`src/rtl/hazard_stall_ctrl_pkg.sv`:
```
// Shared CPU definitions used by the hazard/stall controller.
`default_nettype none
package hazard_stall_ctrl_pkg;

  localparam int unsigned CNT_W = 16;

  localparam logic [1:0] ST_RUN     = 2'd0;
  localparam logic [1:0] ST_MEMWAIT = 2'd1;
  localparam logic [1:0] ST_HALT    = 2'd2;

  localparam logic [15:0] NOP_INSTR = 16'b0000100000000000;

  // No R0 exemption: R0 is a real, writable register.
  function automatic logic load_use_hit(
    input logic       ex_memread,
    input logic [2:0] ex_rd,
    input logic       uses_rs,
    input logic [2:0] rs,
    input logic       uses_rt,
    input logic [2:0] rt
  );
    return ex_memread & ((uses_rs & (rs == ex_rd)) | (uses_rt & (rt == ex_rd)));
  endfunction

endpackage
`default_nettype wire

```
`src/rtl/hazard_stall_ctrl_sat_counter16.sv`:
```
// 16-bit counter that sticks at all-ones; hold freezes it.
`default_nettype none
module sat_counter16
  import hazard_stall_ctrl_pkg::*;
(
  input  logic             clk,
  input  logic             rst,
  input  logic             inc,
  input  logic             hold,
  output logic [CNT_W-1:0] count
);

  localparam logic [CNT_W-1:0] CNT_MAX = '1;

  logic [CNT_W-1:0] count_q;
  logic [CNT_W-1:0] count_d;

  always_comb begin
    count_d = count_q;
    if (inc && !hold && (count_q != CNT_MAX)) begin
      count_d = count_q + 1'b1;
    end
  end

  always_ff @(posedge clk) begin
    if (rst) begin
      count_q <= '0;
    end else begin
      count_q <= count_d;
    end
  end

  assign count = count_q;

endmodule
`default_nettype wire

```
`src/rtl/hazard_stall_ctrl.sv`:
```
// Pipeline hazard/stall controller: per-stage hold and bubble decisions for the 5-stage core.
`default_nettype none
module hazard_stall_ctrl
  import hazard_stall_ctrl_pkg::*;
#(
  parameter int unsigned MEM_TIMEOUT = 255
) (
  input  logic             clk,
  input  logic             rst,
  input  logic [2:0]       id_rs,
  input  logic [2:0]       id_rt,
  input  logic             id_uses_rs,
  input  logic             id_uses_rt,
  input  logic             ex_memread,
  input  logic [2:0]       ex_rd,
  input  logic             branch_taken,
  input  logic             dmem_stall,
  input  logic             wb_halt,
  output logic             pc_we,
  output logic             ifid_en,
  output logic             ifid_flush,
  output logic             idex_en,
  output logic             idex_flush,
  output logic             exmem_en,
  output logic             memwb_flush,
  output logic             halted,
  output logic             err,
  output logic [CNT_W-1:0] stall_cnt,
  output logic [CNT_W-1:0] redirect_cnt
);

  localparam int unsigned          WAIT_W   = (MEM_TIMEOUT < 2) ? 1 : $clog2(MEM_TIMEOUT + 1);
  localparam logic [WAIT_W-1:0]    WAIT_MAX = WAIT_W'(MEM_TIMEOUT);

  logic [1:0]        state_q, state_d;
  logic [WAIT_W-1:0] wait_q, wait_d;
  logic              halted_q, halted_d;
  logic              err_q, err_d;
  logic              redirect_inc;
  logic              load_use;

  assign load_use = load_use_hit(ex_memread, ex_rd, id_uses_rs, id_rs, id_uses_rt, id_rt);

  always_comb begin
    pc_we        = 1'b1;
    ifid_en      = 1'b1;
    ifid_flush   = 1'b0;
    idex_en      = 1'b1;
    idex_flush   = 1'b0;
    exmem_en     = 1'b1;
    memwb_flush  = 1'b0;
    state_d      = state_q;
    wait_d       = wait_q;
    halted_d     = halted_q;
    err_d        = err_q;
    redirect_inc = 1'b0;

    if (state_q == ST_HALT) begin
      pc_we    = 1'b0;
      ifid_en  = 1'b0;
      idex_en  = 1'b0;
      exmem_en = 1'b0;
    end else if (wb_halt) begin
      // Freeze everything upstream of the retiring HALT.
      pc_we    = 1'b0;
      ifid_en  = 1'b0;
      idex_en  = 1'b0;
      exmem_en = 1'b0;
      state_d  = ST_HALT;
      halted_d = 1'b1;
      wait_d   = '0;
    end else if (dmem_stall) begin
      pc_we       = 1'b0;
      ifid_en     = 1'b0;
      idex_en     = 1'b0;
      exmem_en    = 1'b0;
      memwb_flush = 1'b1;
      state_d     = ST_MEMWAIT;
      if (state_q == ST_RUN) begin
        wait_d = WAIT_W'(1);
      end else if (wait_q != WAIT_MAX) begin
        wait_d = wait_q + 1'b1;
      end
      if (wait_d == WAIT_MAX) begin
        err_d = 1'b1;
      end
    end else begin
      state_d = ST_RUN;
      wait_d  = '0;
      if (branch_taken) begin
        ifid_flush   = 1'b1;
        idex_flush   = 1'b1;
        redirect_inc = 1'b1;
      end else if (load_use) begin
        pc_we      = 1'b0;
        ifid_en    = 1'b0;
        idex_flush = 1'b1;
      end
    end
  end

  always_ff @(posedge clk) begin
    if (rst) begin
      state_q  <= ST_RUN;
      wait_q   <= '0;
      halted_q <= 1'b0;
      err_q    <= 1'b0;
    end else begin
      state_q  <= state_d;
      wait_q   <= wait_d;
      halted_q <= halted_d;
      err_q    <= err_d;
    end
  end

  assign halted = halted_q;
  assign err    = err_q;

  sat_counter16 u_stall_cnt (
    .clk   (clk),
    .rst   (rst),
    .inc   (~pc_we & ~halted_q),
    .hold  (halted_q),
    .count (stall_cnt)
  );

  sat_counter16 u_redirect_cnt (
    .clk   (clk),
    .rst   (rst),
    .inc   (redirect_inc),
    .hold  (halted_q),
    .count (redirect_cnt)
  );

endmodule
`default_nettype wire

```
`config.mk`:
```
export PLATFORM = sky130hd
export DESIGN_NAME = hazard_stall_ctrl
export DESIGN_NICKNAME = d
export VERILOG_FILES = /design/src/rtl/hazard_stall_ctrl_pkg.sv /design/src/rtl/hazard_stall_ctrl_sat_counter16.sv /design/src/rtl/hazard_stall_ctrl.sv
export SDC_FILE = /design/constraint.sdc
export NUM_CORES = 1
export LEC_CHECK = 0
export CAP_MARGIN = 20
export CORE_MARGIN = 3
export CORE_UTILIZATION = 55
export CTS_BUF_LIST = sky130_fd_sc_hd__clkbuf_8
export CTS_CLUSTER_SIZE = 20
export DETAILED_ROUTE_END_ITERATION = 16
export HOLD_SLACK_MARGIN = 0.08
export PLACE_DENSITY = 0.92
export SLEW_MARGIN = 15
export SYNTH_ARGS = -nofsm -noshare
export SYNTH_HDL_FRONTEND = slang
export SYNTH_SLANG_ARGS = --single-unit
```
`constraint.sdc`:
```
create_clock -name clk -period 5.8 [get_ports clk]
set_input_delay 1.45 -clock clk [delete_from_list [all_inputs] [get_ports clk]]
set_output_delay 1.45 -clock clk [all_outputs]
set_load 0.01 [all_outputs]
```
# --- Word-level counts from Yosys, hierarchy flattened ---
# Cells that the tools add are included.
totals:
  romBits: 0
  mem_count: 0
  input_bits: 17
  reg_bits: 44
  latchBits: 0
  out_inout_bits: 41
  ram_bits: 0
classes:
  multipliers: 0
  bitwise_logic: 9
  addsub: 3
  n_eq_ne: 7
  shifts: 0
  muxes: 29
  div_mod_pow: 0
  magnitude_cmp: 0
  n_reduce_logical: 8
ops:
  columns: ["operator", "n"]
  rows:
  - ["$mux 8", 7]
  - ["$add 16x1->16 const B", 2]
  - ["$ne 16x16->1 const B", 2]
  - ["$mux 1", 21]
  - ["$add 8x1->8 const B", 1]
  - ["$eq 8x8->1 const B", 1]
  - ["$ne 8x8->1 const B", 1]
  - ["$eq 3x3->1", 2]
  - ["$and 1x1->1", 4]
  - ["$logic_and 1x1->1", 4]
  - ["$not 1->1", 4]
  - ["$reduce_and 4->1", 1]
  - ["$eq 2x2->1 const B", 1]
  - ["$logic_not 2->1", 1]
  - ["$mux 2", 1]
  - ["$reduce_and 2->1", 1]
  - ["$logic_not 1->1", 1]
  - ["$or 1x1->1", 1]

# --- Depth between registers and ports, before layout ---
# Gate-level depths: netlist of run 1.
depth:
  ltp_word: 13
  ltp_mapped: 8
  mapped_depth_nobuf: 7

# --- Hierarchy ---
# From an unflattened synthesis of run 1, not the netlist that was laid out.
unflattened:
  cells_unflattened: 289
  area_unflattened_um2: 2541.2
by_module_without_submodules:
  columns: ["module", "instances", "area_per_inst_um2", "cells_each"]
  rows:
  - ["sat_counter16", 2, 869.6, 98]
  - ["hazard_stall_ctrl", 1, 802.0, 93]

# --- Least setup slack after synthesis of run 1 ---
# Ideal clock, no wire load.
synth_path:
  kind: "input to output"
  start: "in ex_rd[1]"
  end: "out pc_we"
  t_arrival_ns: 2.447
  setup_slack_ns: 1.903
  required_time_ns: 4.350
  stages: 5
  path_buffers: 1
  cell_sequence: "xnor2_1 > nand4_1 > a21boi_0 > a21boi_0 > buf_4"
synth_between:
  elab_chain_cells: 9
  elab_cells_between_ends: 11
  cone_classes: "eq/ne (2); mux (5); bitwise (4)"
synth_lines:
  columns: ["item", "line", "rtl"]
  rows:
  - ["from (decl)", "hazard_stall_ctrl.sv:15", "input logic [2:0] ex_rd,"]
  - ["$eq 3x3->1", "hazard_stall_ctrl_pkg.sv:22", "return ex_memread & ((uses_rs & (rs == ex_rd)) | (uses_rt & (rt == ex_rd)));"]
  - ["$and 1x1->1", "hazard_stall_ctrl_pkg.sv:22", null]
  - ["$or 1x1->1 (*)", "hazard_stall_ctrl_pkg.sv:22", null]
  - ["$and 1x1->1 (*)", "hazard_stall_ctrl_pkg.sv:22", null]
  - ["$mux 1 (*) (5 in a row)", null, null]
  - ["to (decl)", "hazard_stall_ctrl.sv:19", "output logic pc_we,"]
# Mark *: on every way between the ends. The rest lies on a longest branch, timed or not.

# --- Worst setup path in the final report of run 1 ---
layout_path:
  start: "in ex_rd[2]"
  end: "out pc_we"
layout_between:
  elab_chain_cells: 9
  elab_cells_between_ends: 11
  cone_classes: "eq/ne (2); mux (5); bitwise (4)"
layout_lines:
  columns: ["item", "line", "rtl"]
  rows:
  - ["$eq 3x3->1", "hazard_stall_ctrl_pkg.sv:22", null]
  - ["$and 1x1->1", "hazard_stall_ctrl_pkg.sv:22", null]
  - ["$or 1x1->1 (*)", "hazard_stall_ctrl_pkg.sv:22", null]
  - ["$and 1x1->1 (*)", "hazard_stall_ctrl_pkg.sv:22", null]
  - ["$mux 1 (*)", "hazard_stall_ctrl.sv:94", "end else if (load_use) begin"]
  - ["$mux 1 (*)", "hazard_stall_ctrl.sv:90", "if (branch_taken) begin"]
  - ["$mux 1 (*)", "hazard_stall_ctrl.sv:72", "end else if (dmem_stall) begin"]
  - ["$mux 1 (*)", "hazard_stall_ctrl.sv:63", "end else if (wb_halt) begin"]
  - ["$mux 1 (*)", "hazard_stall_ctrl.sv:58", "if (state_q == ST_HALT) begin"]
# Marked as above.

==> flow_metrics.py, run 1 <==
metrics = {
    "synth": {
        "synth_top_area_share_pct": 37.77,
        "ys_warn_count": 0,
        "synth_area_sq_mm": 0.002332,
        "synth_nets": 299,
        "synthFlopType": "dfxtp_1",
        "synth_top_cells_by_count": "dfxtp_1, nor2_1, a21oi_1",
        "syn_inst": 279,
        "synth.most_common_cell": "dfxtp_1",
        "synth_edf_count": 0,
        "ys_seq_area_share_pct": 37.77,
        "synth_area_leader_cell": "dfxtp_1",
        "ys_types": 48,
        "syn_avg_cell_area_sq_um": 8.359,
        "synthArstFlopShare_pct": 0,
        "ys_top_cells_by_area": "dfxtp_1, nor2_1, xor2_1",
        "ys_ff_latch": 44,
    },
    "global_routing": {
        "grt_pass1_vias": 2169,
        "overflow": 0,
        "grt_pass1_wl_mm": 9.432,
        "grt_max_degree": 42,
        "grt_usage_pct": 22.67,
        "antenna_found_initial": 0,
    },
    "sta": {
        "period_share_pct": 82.84,
        "setup_viol": 0,
        "finalCriticalPeriod_ns": 4.805,
        "relSlewSlack_pct": 38.73,
        "worstMarginPinSlew_ns": 0.9067,
        "finClkSkew_ns": 0.007689,
        "fmax_mhz": 208.1,
        "final-hold-violation-count": 0,
        "grt_setup_unrepaired": "false",
        "slew_viol_final": 0,
        "finalSetupTns_ns": 0,
    },
    "critical_path": {
        "critPathKind": "in -> out",
        "cp.arrival_ns": 3.35,
        "required_ns": 4.35,
        "reg2reg_slack_ns": 3.68,
        "timing.critical_path.from_type": "input pin",
        "worst_setup_path_end_kind": "output pin",
        "critPathMaxFanout": 3,
    },
    "route": {
        "vias": 2259,
        "drcViolationCount": 0,
        "vias_per_cell": 5.914,
        "firstDrtPassIters": 4,
        "wl_per_cell_um": 14.78,
        "ant_nets": 0,
        "dr.first_iter.drc_count": 132,
        "wirelength_mm": 5.647,
    },
    "clock_tree": {
        "insertion_delay_ns": 0.30,
        "cts_tree": "yes",
        "clock_sinks": 44,
        "clkTransAtPathRegs_ns": 0.07,
        "cts_root_buffer": "clkbuf_8",
        "cts_resized": 0,
        "cts_setup_buffers": 0,
        "htree_levels": 2,
        "cts-buffers-inserted": 5,
        "cts.path.max_buffers": 2,
        "cts_hold_buf": 0,
    },
    "die": {
        "chipWidth_um": 71.12,
        "row_count": 23,
        "design.core.area_sq_mm": 0.004058,
        "initial_core_util_pct": 57.48,
        "ios": 58,
        "dieHeight_um": 71.12,
        "dieArea_sq_mm": 0.005058,
    },
    "place": {
        "dp_cells": 377,
        "place.gp.congestion": 0.8614,
        "hpwl_mm": 4.034,
        "io_buffers": 57,
    },
    "cells_and_area": {
        "antennaDiodeCount": 0,
        "syn_to_final_growth_pct": 28.43,
        "num-nets-final": 354,
        "stdcell_count": 382,
        "drive_gt1_share_pct": 4.217,
    },
    "run": {
        "max-cap-violations": 0,
    },
    "status": {
        "status": "finished clean",
    },
    "min_path": {
        "hp-class": "reg -> reg",
    },
    "power_and_ir_drop": {
        "ir_drop_uv": 161.7,
        "power.density_mw_per_mm2": 184.9,
        "p_leak_nw": 1.013,
    },
}
per-stage QoR:
stage / power [W] / setup slack (ns) / hold WS (ns) / area, sq um / utilization (%)
final: 0.0005537 / 0.9951 / 0.4661 / 2995 / 73.82
after global routing: 0.0005738 / 0.8282 / 0.4978 / 2995 / 73.82
after CTS: 0.0005533 / 0.9706 / 0.4745 / 2995 / 73.82
after detailed placement: 0.0003878 / 1.001 / 0.4643 / 2927 / 72.12
after floorplan: 0.0003549 / 1.903 / 0.4617 / 2332 / -
after global placement: 0.0003861 / 1.092 / 0.4458 / 2927 / 72.12
cell type report:
class | instances | area [sq um]
clock buffer | 5 | 68.82
inverter | 8 | 30.03
timing repair buffer | 58 | 578.1
fill | 298 | 1062
sequential | 44 | 880.8
multi-input combinational | 217 | 1375
tap | 50 | 62.56
routing by layer:
layer	vias to the layer above	GRT usage, %	routed length (um)
li1	1124	-	-
met1	1047	27.75	2441
met2	81	38.62	2687
met3	7	6.676	447
met4	0	6.472	70
met5	-	0	0
registers in the layout (all words and copies together), names as in the netlist:
signal	count
state_q	2
wait_q	8
u_stall_cnt.count	16
err	1
halted	1
u_redirect_cnt.count	16
cells by family (layout without fill, tap and decap cells):
family / count (synthesis) / after routing / share of synthesized area (%)
AOI/OAI and AO/OA: 66 / 66 / 17.87
buffers and inverters: 18 / 71 / 3.272
xor gates and xnor gates: 24 / 24 / 9.013
adders and majority gates: 3 / 3 / 1.610
muxes: 2 / 2 / 0.8584
and+or+nand+nor: 122 / 122 / 29.61
DFF: 44 / 44 / 37.77
final timing paths:
| check | from | cells after the start | endpoint |
|---|---|---|---|
| max | ex_rd[2] | 6 | pc_we |
| min | err | 2 | err |
| max reg2reg | state_q[0] | 5 | u_redirect_cnt.count[8] |
| min reg2reg | err | 2 | err |
cells in the final DEF (no fill, tap or decap), drive strengths merged, types with 9 or more instances in the layout:
| cell type | synthesis | layout |
|---|---|---|
| nor2 | 36 | 36 |
| nand4 | 16 | 16 |
| nand2 | 21 | 21 |
| xnor2 | 11 | 11 |
| dfxtp | 44 | 44 |
| xor2 | 13 | 13 |
| a21oi | 22 | 22 |
| clkdlybuf4s50 | 0 | 57 |
| nand3 | 9 | 9 |
| o21ai | 16 | 16 |
power by group:
group / switching, W / internal [W] / total (W)
clock network: 0.0000953 / 0.0000777 / 0.000173
registers: 0.00000693 / 0.000307 / 0.000314
logic: 0.0000322 / 0.0000347 / 0.0000670
total: 0.000134 / 0.000419 / 0.000554
worst max-delay path: stages:
cell and delay, ns:
clkdlybuf4s50_1 0.52, xnor2_1 0.14, nand4_1 0.19, a21boi_0 0.36, a21boi_0 0.19, clkdlybuf4s50_1 0.51
Power figures use the tool's default switching activity.
==> run 2: changes to the inputs <==
--- a/config.mk
+++ b/config.mk
@@ -7,12 +7,12 @@
 export LEC_CHECK = 0
 export CAP_MARGIN = 20
 export CORE_MARGIN = 3
-export CORE_UTILIZATION = 55
+export CORE_UTILIZATION = 46
 export CTS_BUF_LIST = sky130_fd_sc_hd__clkbuf_8
 export CTS_CLUSTER_SIZE = 20
 export DETAILED_ROUTE_END_ITERATION = 16
 export HOLD_SLACK_MARGIN = 0.08
-export PLACE_DENSITY = 0.92
+export PLACE_DENSITY = 0.82
 export SLEW_MARGIN = 15
 export SYNTH_ARGS = -nofsm -noshare
 export SYNTH_HDL_FRONTEND = slang
==> constraint.sdc (replaced) <==
create_clock -name clk -period 4.34 [get_ports clk]
set_input_delay 1.085 -clock clk [delete_from_list [all_inputs] [get_ports clk]]
set_output_delay 1.085 -clock clk [all_outputs]
set_load 0.01 [all_outputs]
==> run 2 against run 1 <==
  * Critical path depth unchanged
  * Sequential share of layout area down 0.75 points
  * Clock power up 97%
  * Total power up 54%
  * Critical endpoint is now idex_flush
  * Register-to-register slack worse by 1.5 ns
  * Global-route usage down 3.0 points
  * Hold slack worse by 0.0066 ns
  * Via count up 0.71%
==> flow_metrics.py, run 2 (synthesized netlist as in run 1, its figures left out) <==
metrics = {
    "global_routing": {
        "grt_usage_pct": 19.70,
        "grt_pass1_wl_mm": 9.749,
        "antenna_found_initial": 0,
        "grt_pass1_vias": 2135,
        "grt_max_degree": 42,
        "overflow": 0,
    },
    "sta": {
        "period_share_pct": 93.06,
        "fmax_mhz": 247.6,
        "grt_setup_unrepaired": "false",
        "final-hold-violation-count": 0,
        "finalSetupTns_ns": 0,
        "finClkSkew_ns": 0.004393,
        "setup_viol": 0,
        "slew_viol_final": 0,
        "worstMarginPinSlew_ns": 0.9052,
        "whs_ns": 0.4595,
        "relSlewSlack_pct": 38.83,
        "finalCriticalPeriod_ns": 4.039,
    },
    "place": {
        "dp_cells": 394,
        "place.gp.congestion": 0.8481,
        "hpwl_mm": 3.961,
        "io_buffers": 57,
    },
    "clock_tree": {
        "cts_root_buffer": "clkbuf_8",
        "insertion_delay_ns": 0.30,
        "cts_setup_buffers": 0,
        "htree_levels": 2,
        "clkTransAtPathRegs_ns": 0.08,
        "cts.path.max_buffers": 2,
        "cts_hold_buf": 0,
        "clock_sinks": 44,
        "cts_resized": 0,
        "cts-buffers-inserted": 5,
        "cts_tree": "yes",
    },
    "die": {
        "initial_core_util_pct": 48.42,
        "chipWidth_um": 77.21,
        "ios": 58,
        "dieArea_sq_mm": 0.005961,
        "design.core.area_sq_mm": 0.004817,
        "row_count": 25,
        "dieHeight_um": 77.21,
    },
    "route": {
        "ant_nets": 0,
        "vias": 2275,
        "firstDrtPassIters": 5,
        "wl_per_cell_um": 14.10,
        "wirelength_mm": 5.668,
        "vias_per_cell": 5.659,
        "dr.first_iter.drc_count": 245,
        "drcViolationCount": 0,
    },
    "cells_and_area": {
        "stdcell_count": 402,
        "syn_to_final_growth_pct": 31.81,
        "fillers": 427,
        "multi_input_area_sq_mm": 0.001375,
        "antennaDiodeCount": 0,
        "final_cell_mix": "clkdlybuf4s50_1, dfxtp_1, nor2_1",
        "num-nets-final": 354,
        "final_common_cell": "clkdlybuf4s50_1",
        "regArea_sq_um": 880.8,
        "drive_gt1_share_pct": 5.075,
    },
    "power_and_ir_drop": {
        "total_power_w": 0.0008504,
        "power.density_mw_per_mm2": 276.6,
        "ir_drop_uv": 172.6,
        "p_leak_nw": 1.042,
    },
    "critical_path": {
        "path_cells": "clkdlybuf4s50_1 > xnor2_1 > nand4_1 > a21boi_0 > o21a_1 > clkdlybuf4s50_1",
        "cp.arrival_ns": 2.95,
        "critPathMaxFanout": 3,
        "crit_slowest_cell": "clkdlybuf4s50_1",
        "crit_top_cell": "clkdlybuf4s50_1",
        "critPathKind": "in -> out",
        "timing.critical_path.from_type": "input pin",
        "worst_path_largest_cell_delay_ns": 0.53,
        "worst_setup_path_end_kind": "output pin",
        "required_ns": 3.25,
    },
    "status": {
        "status": "finished clean",
    },
    "run": {
        "max-cap-violations": 0,
    },
    "min_path": {
        "hp-class": "reg -> reg",
    },
}
==> run 2: final cells by class <==
| type | count | share of cell area (%) |
|---|---|---|
| timing repair buffer | 58 | 18.80 |
| clock buffer | 7 | 3.134 |
| multi-input combinational | 217 | 44.73 |
| inverter | 8 | 0.9768 |
| sequential | 44 | 28.65 |
| tap | 67 | 2.727 |
| clock inverter | 1 | 0.9768 |
==> run 2: path summary, 6_finish.rpt <==
kind	slack (ns)	cells after the start	startpoint	to
worst max-delay path	0.30	6	ex_rd[0]	idex_flush
worst min-delay path	0.46	2	err	err
worst max register to register	2.18	5	state_q[0]	u_redirect_cnt.count[12]
worst min register to register	0.46	2	err	err
==> run 2: power by group <==
group	total, W	internal, W	switching, W
registers	0.000419	0.000410	0.00000932
logic	0.0000903	0.0000464	0.0000439
clock network	0.000341	0.000203	0.000138
total	0.000850	0.000659	0.000191
==> run 2: through the flow <==
stage,setup WS (ns),instance area [sq um],util (%)
global route,0.1628,3074,63.82
global placement,0.3566,2948,61.19
CTS,0.2743,3074,63.82
finish,0.3011,3074,63.82
detailed placement,0.2857,2948,61.19
floorplan,1.173,2332,-
==> run 2: per-layer routing <==
metal / track usage (%) / share of wire (%)
met1: 24.87 / 45
met2: 31.95 / 47
met3: 5.634 / 7.4
met4: 6.940 / 0.74
met5: 0 / 0
==> run 2: worst max-delay path: cells and delay by family <==
kind                   cells  cell delay [ns]
AND/OR/NAND/NOR            1             0.20
buffers and inverters      2             1.04
AO/OA/AOI/OAI              2             0.48
XOR/XNOR                   1             0.14
==> run 3: changes to the inputs <==
--- a/config.mk
+++ b/config.mk
@@ -8,7 +8,7 @@
 export CAP_MARGIN = 20
 export CORE_MARGIN = 3
 export CORE_UTILIZATION = 46
-export CTS_BUF_LIST = sky130_fd_sc_hd__clkbuf_8
+export CTS_BUF_LIST = sky130_fd_sc_hd__clkbuf_4 sky130_fd_sc_hd__clkbuf_8
 export CTS_CLUSTER_SIZE = 20
 export DETAILED_ROUTE_END_ITERATION = 16
 export HOLD_SLACK_MARGIN = 0.08
==> results of run 3 <==
The final DEF is identical to that of run 2; final timing and power are the same.
